$ cat config.mk
export PLATFORM = sky130hd
export DESIGN_NAME = bemf_sched
export DESIGN_NICKNAME = d
export VERILOG_FILES = /design/src/rtl/bemf_pkg.sv /design/src/rtl/bemf_rr_pick.sv /design/src/rtl/bemf_sched.sv
export SDC_FILE = /design/constraint.sdc
export NUM_CORES = 1
export LEC_CHECK = 0
export CORE_ASPECT_RATIO = 0.9
export CORE_UTILIZATION = 24
export CTS_CLUSTER_DIAMETER = 120
export CTS_CLUSTER_SIZE = 20
export DETAILED_ROUTE_END_ITERATION = 7
export PLACE_DENSITY = 0.57
export RECOVER_POWER = 100
export SLEW_MARGIN = 0
export SYNTH_ARGS = -nofsm -noshare
export SYNTH_HDL_FRONTEND = slang
export SYNTH_HIERARCHICAL = 1
export SYNTH_SLANG_ARGS = --single-unit
$ cat constraint.sdc
create_clock -name clk -period 2.2 [get_ports clk]
set_input_delay 0.44 -clock clk [delete_from_list [all_inputs] [get_ports clk]]
set_output_delay 0.44 -clock clk [all_outputs]
set_load 0.01 [all_outputs]
$ cat src/rtl/bemf_pkg.sv
// Shared constants, state encoding and helpers for the back-EMF scheduler.
package bemf_pkg;

   localparam int unsigned NUM_MOT  = 4;
   localparam int unsigned MOT_W    = 2;
   localparam int unsigned ADC_W    = 10;
   localparam int unsigned BEMF_W   = 16;
   localparam int unsigned PIPE_LAT = 4;

   typedef logic [MOT_W-1:0] mot_t;

   typedef enum logic [2:0] {
      IDLE,
      BLANK,
      SAMPLE,
      WAIT,
      ISSUE,
      WB
   } state_e;

   // One-hot blanking mask for a motor index.
   function automatic logic [NUM_MOT-1:0] mot_onehot(input mot_t m);
      return NUM_MOT'(1) << m;
   endfunction

endpackage

$ cat src/rtl/bemf_rr_pick.sv
// Round-robin picker: first enabled motor searching cur+1, cur+2, ... modulo NUM_MOT.
module bemf_rr_pick
   import bemf_pkg::*;
(
   input  mot_t               cur_i,
   input  logic [NUM_MOT-1:0] mot_en_i,
   output mot_t               next_o,
   output logic               any_o
);

   mot_t idx;

   // Walk offsets from farthest to nearest so the nearest enabled motor wins.
   always_comb begin
      next_o = cur_i;
      idx    = '0;
      any_o  = |mot_en_i;
      for (int unsigned k = NUM_MOT; k >= 1; k--) begin
         idx = cur_i + mot_t'(k);
         if (mot_en_i[idx]) begin
            next_o = idx;
         end
      end
   end

endmodule

$ cat src/rtl/bemf_sched.sv
// Back-EMF sample sequencer and accumulator write-back owner.
// Optional macro BEMF_TIMEOUT_EN adds an ADC-timeout abort with a sticky err flag.
module bemf_sched
   import bemf_pkg::*;
#(
   parameter int unsigned SETTLE_CYCLES  = 2000,
   parameter int unsigned TIMEOUT_CYCLES = 255
)
(
   input  logic                      clk,
   input  logic                      rst,
   input  logic [NUM_MOT-1:0]        mot_en,
   input  logic [NUM_MOT-1:0]        clear,
   input  logic [NUM_MOT*BEMF_W-1:0] calib_in,
   output logic [NUM_MOT-1:0]        pwm_blank,
   output logic                      adc_start,
   output logic [MOT_W-1:0]          adc_mot,
   input  logic                      adc_done,
   input  logic [ADC_W-1:0]          adc_h,
   input  logic [ADC_W-1:0]          adc_l,
   output logic                      upd_valid,
   output logic [MOT_W-1:0]          upd_mot_sel,
   output logic [ADC_W-1:0]          upd_adc_h,
   output logic [ADC_W-1:0]          upd_adc_l,
   output logic [BEMF_W-1:0]         upd_bemf,
   output logic [BEMF_W-1:0]         upd_calib,
   input  logic                      res_valid,
   input  logic [MOT_W-1:0]          res_mot_sel,
   input  logic [BEMF_W-1:0]         res_bemf,
   output logic [NUM_MOT*BEMF_W-1:0] bemf_acc,
   output logic                      err
);

   localparam logic [15:0] SETTLE_LAST = 16'(SETTLE_CYCLES - 1);

   state_e                          state_q;
   mot_t                            cur_q;
   logic [15:0]                     cnt_q;
   logic                            disc_q;
   logic [NUM_MOT-1:0]              pwm_blank_q;
   logic                            adc_start_q;
   mot_t                            adc_mot_q;
   logic                            upd_valid_q;
   mot_t                            upd_mot_sel_q;
   logic [ADC_W-1:0]                upd_adc_h_q;
   logic [ADC_W-1:0]                upd_adc_l_q;
   logic [BEMF_W-1:0]               upd_bemf_q;
   logic [BEMF_W-1:0]               upd_calib_q;
   logic [NUM_MOT-1:0][BEMF_W-1:0]  acc_q;
   logic [NUM_MOT-1:0][BEMF_W-1:0]  acc_d;
   logic [NUM_MOT-1:0][BEMF_W-1:0]  calib_w;

`ifdef BEMF_TIMEOUT_EN
   localparam logic [15:0] TIMEOUT_LAST = 16'(TIMEOUT_CYCLES - 1);
   logic [15:0] tcnt_q;
   logic        err_q;
`endif

   mot_t pick;
   logic any_en;
   logic res_hit;
   logic wb_en;
   logic eval;

   assign calib_w = calib_in;

   bemf_rr_pick u_pick (
      .cur_i    (cur_q),
      .mot_en_i (mot_en),
      .next_o   (pick),
      .any_o    (any_en)
   );

   // Write-back is accepted only for the in-flight motor; the next pick shares that cycle.
   assign res_hit = (state_q == WB) && res_valid && (res_mot_sel == cur_q);
   assign wb_en   = res_hit && !disc_q && !clear[cur_q];
   assign eval    = (state_q == IDLE) || res_hit;

   // Accumulator next value: write-back first, then per-motor clear overrides.
   always_comb begin
      acc_d = acc_q;
      if (wb_en) begin
         acc_d[cur_q] = res_bemf;
      end
      for (int unsigned m = 0; m < NUM_MOT; m++) begin
         if (clear[m]) begin
            acc_d[m] = '0;
         end
      end
   end

   // Accumulator register bank.
   always_ff @(posedge clk) begin
      if (rst) begin
         acc_q <= '0;
      end else begin
         acc_q <= acc_d;
      end
   end

   // Sequencer FSM with registered outputs.
   always_ff @(posedge clk) begin
      if (rst) begin
         state_q       <= IDLE;
         cur_q         <= mot_t'(NUM_MOT - 1);
         cnt_q         <= '0;
         disc_q        <= 1'b0;
         pwm_blank_q   <= '0;
         adc_start_q   <= 1'b0;
         adc_mot_q     <= '0;
         upd_valid_q   <= 1'b0;
         upd_mot_sel_q <= '0;
         upd_adc_h_q   <= '0;
         upd_adc_l_q   <= '0;
         upd_bemf_q    <= '0;
         upd_calib_q   <= '0;
`ifdef BEMF_TIMEOUT_EN
         tcnt_q        <= '0;
         err_q         <= 1'b0;
`endif
      end else begin
         adc_start_q <= 1'b0;
         upd_valid_q <= 1'b0;
         case (state_q)
            IDLE: begin
               state_q <= IDLE;
            end
            BLANK: begin
               if (cnt_q == SETTLE_LAST) begin
                  state_q     <= SAMPLE;
                  adc_start_q <= 1'b1;
                  adc_mot_q   <= cur_q;
               end else begin
                  cnt_q <= cnt_q + 16'd1;
               end
            end
            SAMPLE: begin
               state_q <= WAIT;
`ifdef BEMF_TIMEOUT_EN
               tcnt_q  <= '0;
`endif
            end
            WAIT: begin
               if (adc_done) begin
                  state_q       <= ISSUE;
                  pwm_blank_q   <= '0;
                  upd_valid_q   <= 1'b1;
                  upd_mot_sel_q <= cur_q;
                  upd_adc_h_q   <= adc_h;
                  upd_adc_l_q   <= adc_l;
                  upd_bemf_q    <= acc_d[cur_q];
                  upd_calib_q   <= calib_w[cur_q];
                  disc_q        <= 1'b0;
               end
`ifdef BEMF_TIMEOUT_EN
               else if (tcnt_q == TIMEOUT_LAST) begin
                  state_q     <= IDLE;
                  pwm_blank_q <= '0;
                  err_q       <= 1'b1;
               end else begin
                  tcnt_q <= tcnt_q + 16'd1;
               end
`endif
            end
            ISSUE: begin
               state_q <= WB;
               if (clear[cur_q]) begin
                  disc_q <= 1'b1;
               end
            end
            WB: begin
               if (clear[cur_q]) begin
                  disc_q <= 1'b1;
               end
            end
            default: begin
               state_q <= IDLE;
            end
         endcase
         // Pick evaluation overrides the case above when idle or on the write-back cycle.
         if (eval) begin
            state_q     <= IDLE;
            pwm_blank_q <= '0;
            if (any_en) begin
               state_q     <= BLANK;
               cur_q       <= pick;
               cnt_q       <= '0;
               pwm_blank_q <= mot_onehot(pick);
            end
         end
      end
   end

   assign pwm_blank   = pwm_blank_q;
   assign adc_start   = adc_start_q;
   assign adc_mot     = adc_mot_q;
   assign upd_valid   = upd_valid_q;
   assign upd_mot_sel = upd_mot_sel_q;
   assign upd_adc_h   = upd_adc_h_q;
   assign upd_adc_l   = upd_adc_l_q;
   assign upd_bemf    = upd_bemf_q;
   assign upd_calib   = upd_calib_q;
   assign bemf_acc    = acc_q;

`ifdef BEMF_TIMEOUT_EN
   assign err = err_q;
`else
   assign err = 1'b0;
`endif

endmodule
# Word level (Yosys, flattened, before mapping)
# Index checks and enable logic that the tools add are counted.
totals:
  register_bits: 148
  input_bits: 114
op_classes:
  add_sub_neg: 4
  order_cmp: 5
  eq_ne: 12
  shifts: 1
  muxes: 41
  n_bitwise: 2
  reduce_logical: 22
ops:
  columns: ["cell", "count"]
  rows:
  - ["2-to-1 mux 16 bit", 11]
  - ["binary-select mux 16 bit (select 2 bit)", 2]
  - ["bitwise mux 64 bit", 1]
  - ["2-to-1 mux 64 bit", 1]
  - ["demux 16 bit (select 2 bit)", 1]
  - ["adder 16 x 1 -> 16 bit (second input constant)", 1]
  - ["== test 16 x 11 -> 1 bit (second input constant)", 1]
  - ["2-to-1 mux 4 bit", 4]
  - ["one-hot mux 3 bit (5 select lines)", 1]
  - ["< comparator 2 x 3 -> 1 bit (second input constant)", 4]
  - ["2-to-1 mux 1 bit", 9]
  - ["2-to-1 mux 3 bit", 3]
  - ["binary-select mux 1 bit (select 2 bit)", 4]
  - ["AND reduction 2 bit", 4]
  - ["== test 3 x 2 -> 1 bit (second input constant)", 2]
  - ["== test 3 bit (second input constant)", 2]
  - ["2-to-1 mux 2 bit", 3]
  - ["inequality test 3 bit (second input constant)", 2]
  - ["AND reduction 3 bit", 2]
  - ["nonzero test 2 bit", 3]
  - ["OR reduction 2 bit", 3]
  - ["logical AND 1 bit", 5]
  - ["adder 2 bit (second input constant)", 2]
  - ["inequality test 2 bit (second input constant)", 2]
  - ["other kinds (12)", 14]

# Depth between registers and ports, before layout
# Gate-level depths: netlist (run 1).
depth:
  depth_word: 9
  mapped_depth: 7
  depth_no_buf: 6

# Cells and area by module
# Netlist (run 1), hierarchy kept.
by_module_without_submodules:
  columns: ["mod", "n_inst", "cells_each", "area_per_inst_um2", "seq_area_each_um2"]
  rows:
  - ["bemf_sched", 1, 779, 6501.2, 2962.8]
  - ["bemf_rr_pick", 1, 14, 72.6, 0.0]

# Worst setup path after synthesis (run 1)
# No wires, ideal clock.
synth_path:
  kind: "reg-to-reg"
  startpoint: "register state_q[1]"
  endpoint: "register cnt_q[11]"
  t_arrival_ns: 1.783
  path_slack_ns: 0.347
  path_stages_with_launch: 6
  path_buffers: 1
  path_cell_list: "dfxtp_1 > buf_6 > or3b_4 > or4_4 > or3_1 > a21oi_1"
synth_via:
  elab_chain_cells: 5
  elab_cells_between_ends: 9
  cone_classes: "eq/ne: 2; mux: 3; reduce/logical: 4"
synth_rtl:
  columns: ["element", "line_no", "source"]
  rows:
  - ["start, declared", "bemf_sched.sv:36", "state_e state_q;"]
  - ["start signal, assigned", "bemf_sched.sv:104", "state_q <= IDLE;"]
  - ["start signal, assigned", "bemf_sched.sv:126", "state_q <= IDLE;"]
  - ["start signal, assigned", "bemf_sched.sv:130", "state_q <= SAMPLE;"]
  - ["== test 3 bit", "bemf_sched.sv:75", "assign res_hit = (state_q == WB) && res_valid && (res_mot_sel == cur_q);"]
  - ["logical AND 1 bit (2 in series)", "bemf_sched.sv:75", null]
  - ["logical OR 1 bit", "bemf_sched.sv:77", "assign eval = (state_q == IDLE) || res_hit;"]
  - ["2-to-1 mux 16 bit *", "bemf_sched.sv:181", "if (eval) begin"]
  - ["end signal, assigned", "bemf_sched.sv:134", "cnt_q <= cnt_q + 16'd1;"]
  - ["end, declared", "bemf_sched.sv:38", "logic [15:0] cnt_q;"]
# Mark *: on every way between the ends. The rest lies on a longest branch, timed or not.
# A chain may end at the register's enable or synchronous reset.

# Worst setup path in the final report (run 1)
layout_path:
  startpoint: "register cur_q[0]"
  endpoint: "register acc_q (netlist bit bemf_acc[48])"
layout_via:
  elab_chain_cells: 7
  elab_cells_between_ends: 15
  cone_classes: "order compare: 2; eq/ne: 1; mux: 7; reduce/logical: 5"
layout_rtl:
  columns: ["element", "line_no", "source"]
  rows:
  - ["start, declared", "bemf_sched.sv:37", "mot_t cur_q;"]
  - ["start signal, assigned", "bemf_sched.sv:105", "cur_q <= mot_t'(NUM_MOT - 1);"]
  - ["start signal, assigned", "bemf_sched.sv:186", "cur_q <= pick;"]
  - ["< comparator 2 x 3 -> 1 bit or greater-or-equal comparator 2 x 1 -> 1 bit (tied branches)", null, null]
  - ["logical AND 1 bit (not written as such)", "bemf_sched.sv:83", "acc_d[cur_q] = res_bemf;"]
  - ["2-to-1 mux 16 bit (not written as such)", "bemf_sched.sv:83", null]
  - ["demux 16 bit (select 2 bit)", "bemf_sched.sv:83", null]
  - ["bitwise mux 64 bit", "bemf_sched.sv:83", null]
  - ["2-to-1 mux 64 bit *", "bemf_sched.sv:82", "if (wb_en) begin"]
  - ["2-to-1 mux 16 bit *", "bemf_sched.sv:86", "if (clear[m]) begin"]
  - ["end signal, assigned", "bemf_sched.sv:95", "acc_q <= '0;"]
  - ["end signal, assigned", "bemf_sched.sv:97", "acc_q <= acc_d;"]
  - ["end, declared", "bemf_sched.sv:49", "logic [NUM_MOT-1:0][BEMF_W-1:0] acc_q;"]
# Mark *: on every way between the ends. The rest lies on a longest branch, timed or not. The select of a mux whose other input is x is not followed.

==> parameters.txt, run 1 <==
Parameter                              Value

Drt
  Vias per cell    between 4 and 5
  Number of nets with antenna violations after routing    0
  DRC violation count after routing    0
  Total vias in the final route    6768
  First drt pass iteration count    7
  Number of DRC violations after detailed-routing iteration 0    ~480
  Total length of routed wires    around 24000 um
  Mean routed wirelength per cell    roughly 18 um

Die
  Floorplan row count    57
  Number of top-level pins    ~240
  Initial core utilization    between 20 and 25%
  Core box area    0.02696 mm2
  Die width    176.5 um
  Die height    roughly 160 um
  Die area    0.02806 mm2

Worst setup path
  Sequence of cells on the critical path    buf_4 > nor4bb_2 > nand4_1 > buf_4 > nand2_1 > a21oi_1
  WP data required    2490 ps
  Type of element capturing the critical path    flop
  Startpoint type of the worst setup path    flop
  Start-to-end type of the worst setup path    flop to flop
  WP depth    6
  Crit Reg-Reg Startpoint    cur_q[0]
  R2R depth    6
  Slowest stage delay, CP    500 ps
  Worst-path fanout max    16
  Arr. time, crit path    2350 ps
  Worst Path Buf+Inv    2
  Critical Path Start    cur_q[0]
  Crit-path leading delay family    simple AND/OR/NAND/NOR gates
  Most numerous cell on the critical path    sky130_fd_sc_hd__buf_4
  Slowest stage cell, crit path    sky130_fd_sc_hd__dfxtp_2

Placed design
  Dpl ws    -211.1 ps
  Detailed placer's ending HPWL    17000 um
  Number of buffers added on ports    239
  Placer's final routability congestion estimate    0.7832

Yosys
  FFs w/ async S/R, synth    0%
  Portion of the post-synthesis area used by sequential elements    about 45%
  Cell types occupying the most area after synthesis    sky130_fd_sc_hd__dfxtp_1, sky130_fd_sc_hd__a21oi_1, sky130_fd_sc_hd__o21ai_0, sky130_fd_sc_hd__nand2_1, sky130_fd_sc_hd__nand3_1
  Cell type with the largest total area after synthesis    sky130_fd_sc_hd__dfxtp_1
  Count of warnings emitted by yosys    6
  Prevailing post-synth register cell    sky130_fd_sc_hd__dfxtp_1
  Synthesized area    0.006574 mm2
  List of most frequent post-synthesis cells    sky130_fd_sc_hd__dfxtp_1, sky130_fd_sc_hd__a21oi_1, sky130_fd_sc_hd__nand2_1
  Synth Register Bits    148
  Cell with the most instances after synthesis    sky130_fd_sc_hd__dfxtp_1
  Post-synth EDFFs    0
  Area share of the leading cell type in the synthesized netlist    45.07%
  Syn avg cell area    slightly above 8 um2
  Post-synthesis instance total    793
  Count of cell types in the netlist    49
  Post-Synthesis Net Count    908

CTS
  CTS sink count    148
  CTS Buf Count    17
  Cell at the root of the clock tree    sky130_fd_sc_hd__clkbuf_16
  Insertion delay to the later sink of the worst-skew pair    roughly 420 ps
  CTS H-tree lvls    4
  Clock-pin slew on the worst setup and hold paths    70 ps
  Hold-fix buffers, CTS    0
  Cts repair resizes    0
  Post CTS Setup Buffer Count    0
  Clk buf depth    2
  CTS tree    yes

GRT
  Number of global-route vias before repair    about 6400
  Global-route total usage across every layer    17.41%
  Overall overflow remaining after global route    0
  First-pass GRT wire length    around 38000 um
  Pin count of the biggest net entering global routing    62
  Antenna violations before repair    0

Final layout
  Number of fillers in the final layout    2819
  Final nets    1134
  ANT cells    0
  Layout cell share with drive strength beyond 1    10.08%
  Area delta synth->final    53.18%

Worst hold path
  Path category of the worst min-delay check    input pin to flop
  Number of cells traversed by the worst hold path    2
  Origin of the worst min-delay path    rst

Power and ir drop
  Total power divided by cell area    629.7 mW/mm2
  Cell-internal power    0.004727 W
  Total design power    0.006341 W
  Fraction of power consumed by sequential logic    42.9%
  Portion of total power attributed to combinational logic    11.6%
  Sw Pwr    0.001614 W
  Worst supply voltage drop on vdd    0.5200 mV
  Power share of the clock group    45.6%
  Leakage power of the design    approximately 3.7 nW
  Net switching share of the total power    25.45%

Run status
  Outcome    completed

STA
  Worst slew margin    29.11%
  Skew final    ~12 ps
  Crit share post-route    93.38%
  Number of max-slew violations in the final report    0
  Post-route minimum period    2054 ps
  Slew at the pin closest to its max-slew limit    1063 ps
  Final setup TNS    0 ps
  Number of setup violations in the final report    0
  Fin worst setup slack    145.7 ps
  Number of hold violations in the final report    0
  Setup repair after global routing missed its margin    no
  Upper clock frequency limit    486.8 MHz

Flow run
  Max-capacitance violation count    0
==> metal layers <==
layer	track usage (%)	vias to the layer above	routed length, um
met5	0	-	0
met4	4.193	0	368
met3	3.964	22	1438
met2	25.91	221	10910
met1	25.22	3215	11710
li1	-	3310	-
==> path summary, 6_finish.rpt <==
| kind | to | slack [ps] |
|---|---|---|
| setup reg to reg | bemf_acc[48] | 150 |
| setup / recovery | bemf_acc[48] | 150 |
| hold reg to reg | upd_adc_h[0] | 450 |
| hold / removal | disc_q | 350 |
==> area by class of cell <==
type | count | area, um2 | share of cell area [%]
multi-input cells | 565 | 3308 | 32.85
flip-flops and latches | 148 | 2965 | 29.45
repair buffers | 282 | 2758 | 27.39
clock buffers | 20 | 456.7 | 4.535
well taps | 354 | 442.9 | 4.399
clock inverters | 12 | 120.1 | 1.193
inverters | 5 | 18.77 | 0.1864
==> sequential cells by signal, summed over array words and instances, names as in the netlist <==
signal,cells
upd_mot_sel,2
state_q,3
bemf_acc,64
disc_q,1
upd_calib,16
pwm_blank,4
upd_bemf,16
upd_adc_l,10
cur_q,2
upd_valid,1
upd_adc_h,10
adc_start,1
adc_mot,2
cnt_q,16
==> through the flow <==
stage / hold WS (ps) / instance area [um2] / instances / util (%)
floorplan: 458.3 / 6574 / 793 / -
CTS: 332.4 / 10110 / 1386 / 37.50
global placement: 441.0 / 9533 / 1354 / 35.36
global route: 354.2 / 10070 / 1386 / 37.35
detailed placement: 446.4 / 9533 / 1354 / 35.36
finish: 350.6 / 10070 / 1386 / 37.35
==> cells by family (layout without fill, tap and decap cells) <==
kind of cell / count (synthesis) / after routing / share of synthesized area (%)
flip-flops: 148 / 148 / 45.07
AND/OR/NAND/NOR: 264 / 264 / 19.97
AO/OA/AOI/OAI: 273 / 273 / 22.95
buffers and inverters: 80 / 319 / 4.929
XOR/XNOR: 9 / 9 / 1.199
multiplexers: 17 / 17 / 5.634
adder cells (fa/ha/maj): 1 / 1 / 0.1903
other: 1 / 1 / 0.05704
==> power by group through the flow <==
| stage | registers [W] | clock network [W] | logic (W) |
|---|---|---|---|
| finish | 0.00272 | 0.00289 | 0.000734 |
| global placement | 0.00278 | 0 | 0.000736 |
| detailed placement | 0.00278 | 0 | 0.000738 |
| floorplan | 0.00277 | 0 | 0.000333 |
| CTS | 0.00272 | 0.00298 | 0.000743 |
| global route | 0.00272 | 0.00309 | 0.000786 |
==> worst reg2reg max path: stages (launching register included) <==
cell	delay (ps)
sky130_fd_sc_hd__dfxtp_2	500
sky130_fd_sc_hd__buf_4	280
sky130_fd_sc_hd__nor4bb_2	500
sky130_fd_sc_hd__nand4_1	210
sky130_fd_sc_hd__buf_4	260
sky130_fd_sc_hd__nand2_1	110
sky130_fd_sc_hd__a21oi_1	60
==> placed cells by master (no fill, tap or decap), types with 7 or more instances in the layout <==
cell type / instances
sky130_fd_sc_hd__nand3_1: 77
sky130_fd_sc_hd__a22o_1: 22
sky130_fd_sc_hd__nor2_1: 13
sky130_fd_sc_hd__a21o_1: 7
sky130_fd_sc_hd__a21oi_1: 134
sky130_fd_sc_hd__xnor2_1: 8
sky130_fd_sc_hd__clkbuf_16: 17
sky130_fd_sc_hd__a31oi_1: 8
sky130_fd_sc_hd__mux4_2: 16
sky130_fd_sc_hd__dfxtp_1: 146
sky130_fd_sc_hd__or3_1: 10
sky130_fd_sc_hd__o21ai_0: 92
sky130_fd_sc_hd__clkdlybuf4s50_1: 111
sky130_fd_sc_hd__dlygate4sd3_1: 127
sky130_fd_sc_hd__buf_4: 32
sky130_fd_sc_hd__nand2_1: 107
Power figures use the tool's default switching activity.
==> run 2, diff against run 1 <==
CORE_MARGIN = 4   (was default)
==> run 2 against run 1 <==
Effect of this change: largest cell class unchanged; maximum frequency grew 6.4%; via count up 1.4%; wire length increased by 3.9%; critical endpoint is now upd_bemf[6]; critical path depth unchanged; critical path type is now input pin to flop.
==> parameters.txt, run 2 (synthesized netlist as in run 1, its figures left out) <==
Parameter                              Value

CTS
  CTS sink count    148 (unchanged)
  CTS H-tree lvls    4 (unchanged)
  Post CTS Setup Buffer Count    0 (unchanged)
  Insertion delay to the later sink of the worst-skew pair    430 ps (was 420 ps)
  CTS tree    yes (unchanged)
  CTS Buf Count    17 (unchanged)
  Hold-fix buffers, CTS    0 (unchanged)
  Clk buf depth    2 (unchanged)
  Cell at the root of the clock tree    sky130_fd_sc_hd__clkbuf_16 (unchanged)
  Clock-pin slew on the worst setup and hold paths    70 ps (about the same)
  Cts repair resizes    0 (unchanged)

Drt
  Number of DRC violations after detailed-routing iteration 0    551 (was 475)
  Total length of routed wires    25360 um (was 24420 um)
  First drt pass iteration count    6 (was 7)
  DRC violation count after routing    0 (unchanged)
  Mean routed wirelength per cell    18.19 um (was 17.62 um)
  Total vias in the final route    6864 (was 6768)
  Number of nets with antenna violations after routing    0 (unchanged)
  Vias per cell    4.924 (was 4.883)

Flow run
  Max-capacitance violation count    0 (unchanged)

Power and ir drop
  Total power divided by cell area    622.3 mW/mm2 (was 629.7 mW/mm2)
  Cell-internal power    0.004699 W (was 0.004727 W)
  Fraction of power consumed by sequential logic    43.2% (was 42.9%)
  Sw Pwr    0.001612 W (was 0.001614 W)
  Portion of total power attributed to combinational logic    11.7% (was 11.6%)
  Net switching share of the total power    25.55% (was 25.45%)
  Leakage power of the design    3.774 nW (was 3.734 nW)
  Worst supply voltage drop on vdd    0.5025 mV (was 0.5200 mV)
  Power share of the clock group    45.1% (was 45.6%)

STA
  Setup repair after global routing missed its margin    no (unchanged)
  Crit share post-route    87.73% (was 93.38%)
  Slew at the pin closest to its max-slew limit    957.8 ps (was 1063 ps)
  Number of setup violations in the final report    0 (unchanged)
  Skew final    12.27 ps (was 12.38 ps)
  Post-route minimum period    1930 ps (was 2054 ps)
  Number of hold violations in the final report    0 (unchanged)
  Upper clock frequency limit    518.1 MHz (was 486.8 MHz)
  Number of max-slew violations in the final report    0 (unchanged)
  Final setup TNS    0 ps (unchanged)
  Worst slew margin    36.15% (was 29.11%)

Final layout
  Most common cell after layout, fill and taps aside    sky130_fd_sc_hd__dfxtp_1 (unchanged)
  Final nets    1141 (was 1134)
  Number of cells in the finished layout apart from fillers    1394 (was 1386)
  Most used cells in the layout excluding fill and tap cells    sky130_fd_sc_hd__dfxtp_1, sky130_fd_sc_hd__a21oi_1, sky130_fd_sc_hd__dlygate4sd3_1, sky130_fd_sc_hd__clkdlybuf4s50_1, sky130_fd_sc_hd__nand2_1 (unchanged)
  End-of-flow core utilization    37.62% (was 37.35%)
  Summed area of non-filler cells in the final layout    0.01014 mm2 (was 0.01007 mm2)
  Number of flip-flops under the largest register name    64 (unchanged)
  Area delta synth->final    54.28% (was 53.18%)
  Layout cell share with drive strength beyond 1    10.68% (was 10.08%)

GRT
  First-pass GRT wire length    38530 um (was 37830 um)
  Antenna violations before repair    1 (was 0)
  Global-route total usage across every layer    16.21% (was 17.41%)
  Number of global-route vias before repair    6476 (was 6386)
  Pin count of the biggest net entering global routing    62 (unchanged)
  Overall overflow remaining after global route    0 (unchanged)

Worst setup path
  Register-to-register setup slack    270 ps (was 150 ps)
  Sequence of cells on the critical path    clkdlybuf4s50_1 > nand2_1 > nor3b_1 > clkbuf_4 > o21ai_0 > a31oi_1 (was buf_4 > nor4bb_2 > nand4_1 > buf_4 > nand2_1 > a21oi_1)
  Start-to-end type of the worst setup path    input pin to flop (was flop to flop)
  Startpoint type of the worst setup path    input pin (was flop)
  Arr. time, crit path    2280 ps (was 2350 ps)
  Worst-path fanout max    53 (was 16)
  WP data required    2550 ps (was 2490 ps)
  Slowest stage delay, CP    610 ps (was 500 ps)
  Type of element capturing the critical path    flop (unchanged)
  Slowest stage cell, crit path    sky130_fd_sc_hd__clkbuf_4 (was sky130_fd_sc_hd__dfxtp_2)

Placed design
  Number of buffers added on ports    239 (unchanged)
  Cell area reported after detailed placement    0.009610 mm2 (was 0.009533 mm2)
  Detailed placer's ending HPWL    17900 um (was 17000 um)
  Placer's final routability congestion estimate    0.7823 (was 0.7832)
  Number of placed instances, taps included    1361 (was 1354)

Worst hold path
  Path category of the worst min-delay check    input pin to flop (unchanged)

Die
  Number of top-level pins    241 (unchanged)
  Floorplan row count    57 (unchanged)
  Initial core utilization    24.39% (unchanged)
  Die width    182.5 um (was 176.5 um)
  Core box area    0.02696 mm2 (unchanged)
  Die area    0.03011 mm2 (was 0.02806 mm2)
  Die height    165.0 um (was 159.0 um)

Run status
  Outcome    completed (unchanged)
==> run 2: routing by layer <==
layer | track usage (%) | part of all wire (%)
met1 | 22.96 | 47
met3 | 3.810 | 5.9
met4 | 4.638 | 1.9
met2 | 24.68 | 45
met5 | 0 | 0
==> run 2: power groups by stage <==
| stage | clock network (W) | logic, W | registers [W] |
|---|---|---|---|
| floorplan | 0 | 0.000333 | 0.00277 |
| global placement | 0 | 0.000739 | 0.00279 |
| detailed placement | 0 | 0.000740 | 0.00279 |
| CTS | 0.00291 | 0.000745 | 0.00273 |
| global route | 0.00302 | 0.000792 | 0.00273 |
| finish | 0.00285 | 0.000737 | 0.00273 |
==> run 2: area by class of cell <==
cell class                      instances  area [um2]
Multi-Input combinational cell        565        3302
Sequential cell                       148        2965
Antenna cell                            1       2.502
Clock buffer                           19       442.9
Fill cell                            2757       16820
Inverter                                5       18.77
Timing Repair Buffer                  289        2844
Clock inverter                         13       123.9
Tap cell                              354       442.9
==> run 2: metrics by stage <==
step / setup WS (ps) / hold WS (ps) / power, W
after CTS: 280.6 / 327.4 / 0.006386
after global routing: 109.6 / 338.3 / 0.006540
after global placement: -4.451 / 442.0 / 0.003528
after detailed placement: 32.91 / 445.6 / 0.003531
after floorplan: 346.7 / 458.3 / 0.003101
final: 269.9 / 334.2 / 0.006311
==> run 2: worst paths after layout <==
| kind | depth (start not counted) | startpoint | endpoint |
|---|---|---|---|
| min reg2reg | 2 | upd_calib[11] | upd_calib[11] |
| max | 6 | adc_done | upd_bemf[6] |
| min | 2 | rst | disc_q |
| max reg2reg | 6 | cur_q[1] | upd_bemf[12] |
==> run 2: critical path, delay by kind of cell <==
kind,cells,cell delay (ps)
AOI/OAI and AO/OA,2,330
buffers and inverters,2,1130
and+or+nand+nor,2,360
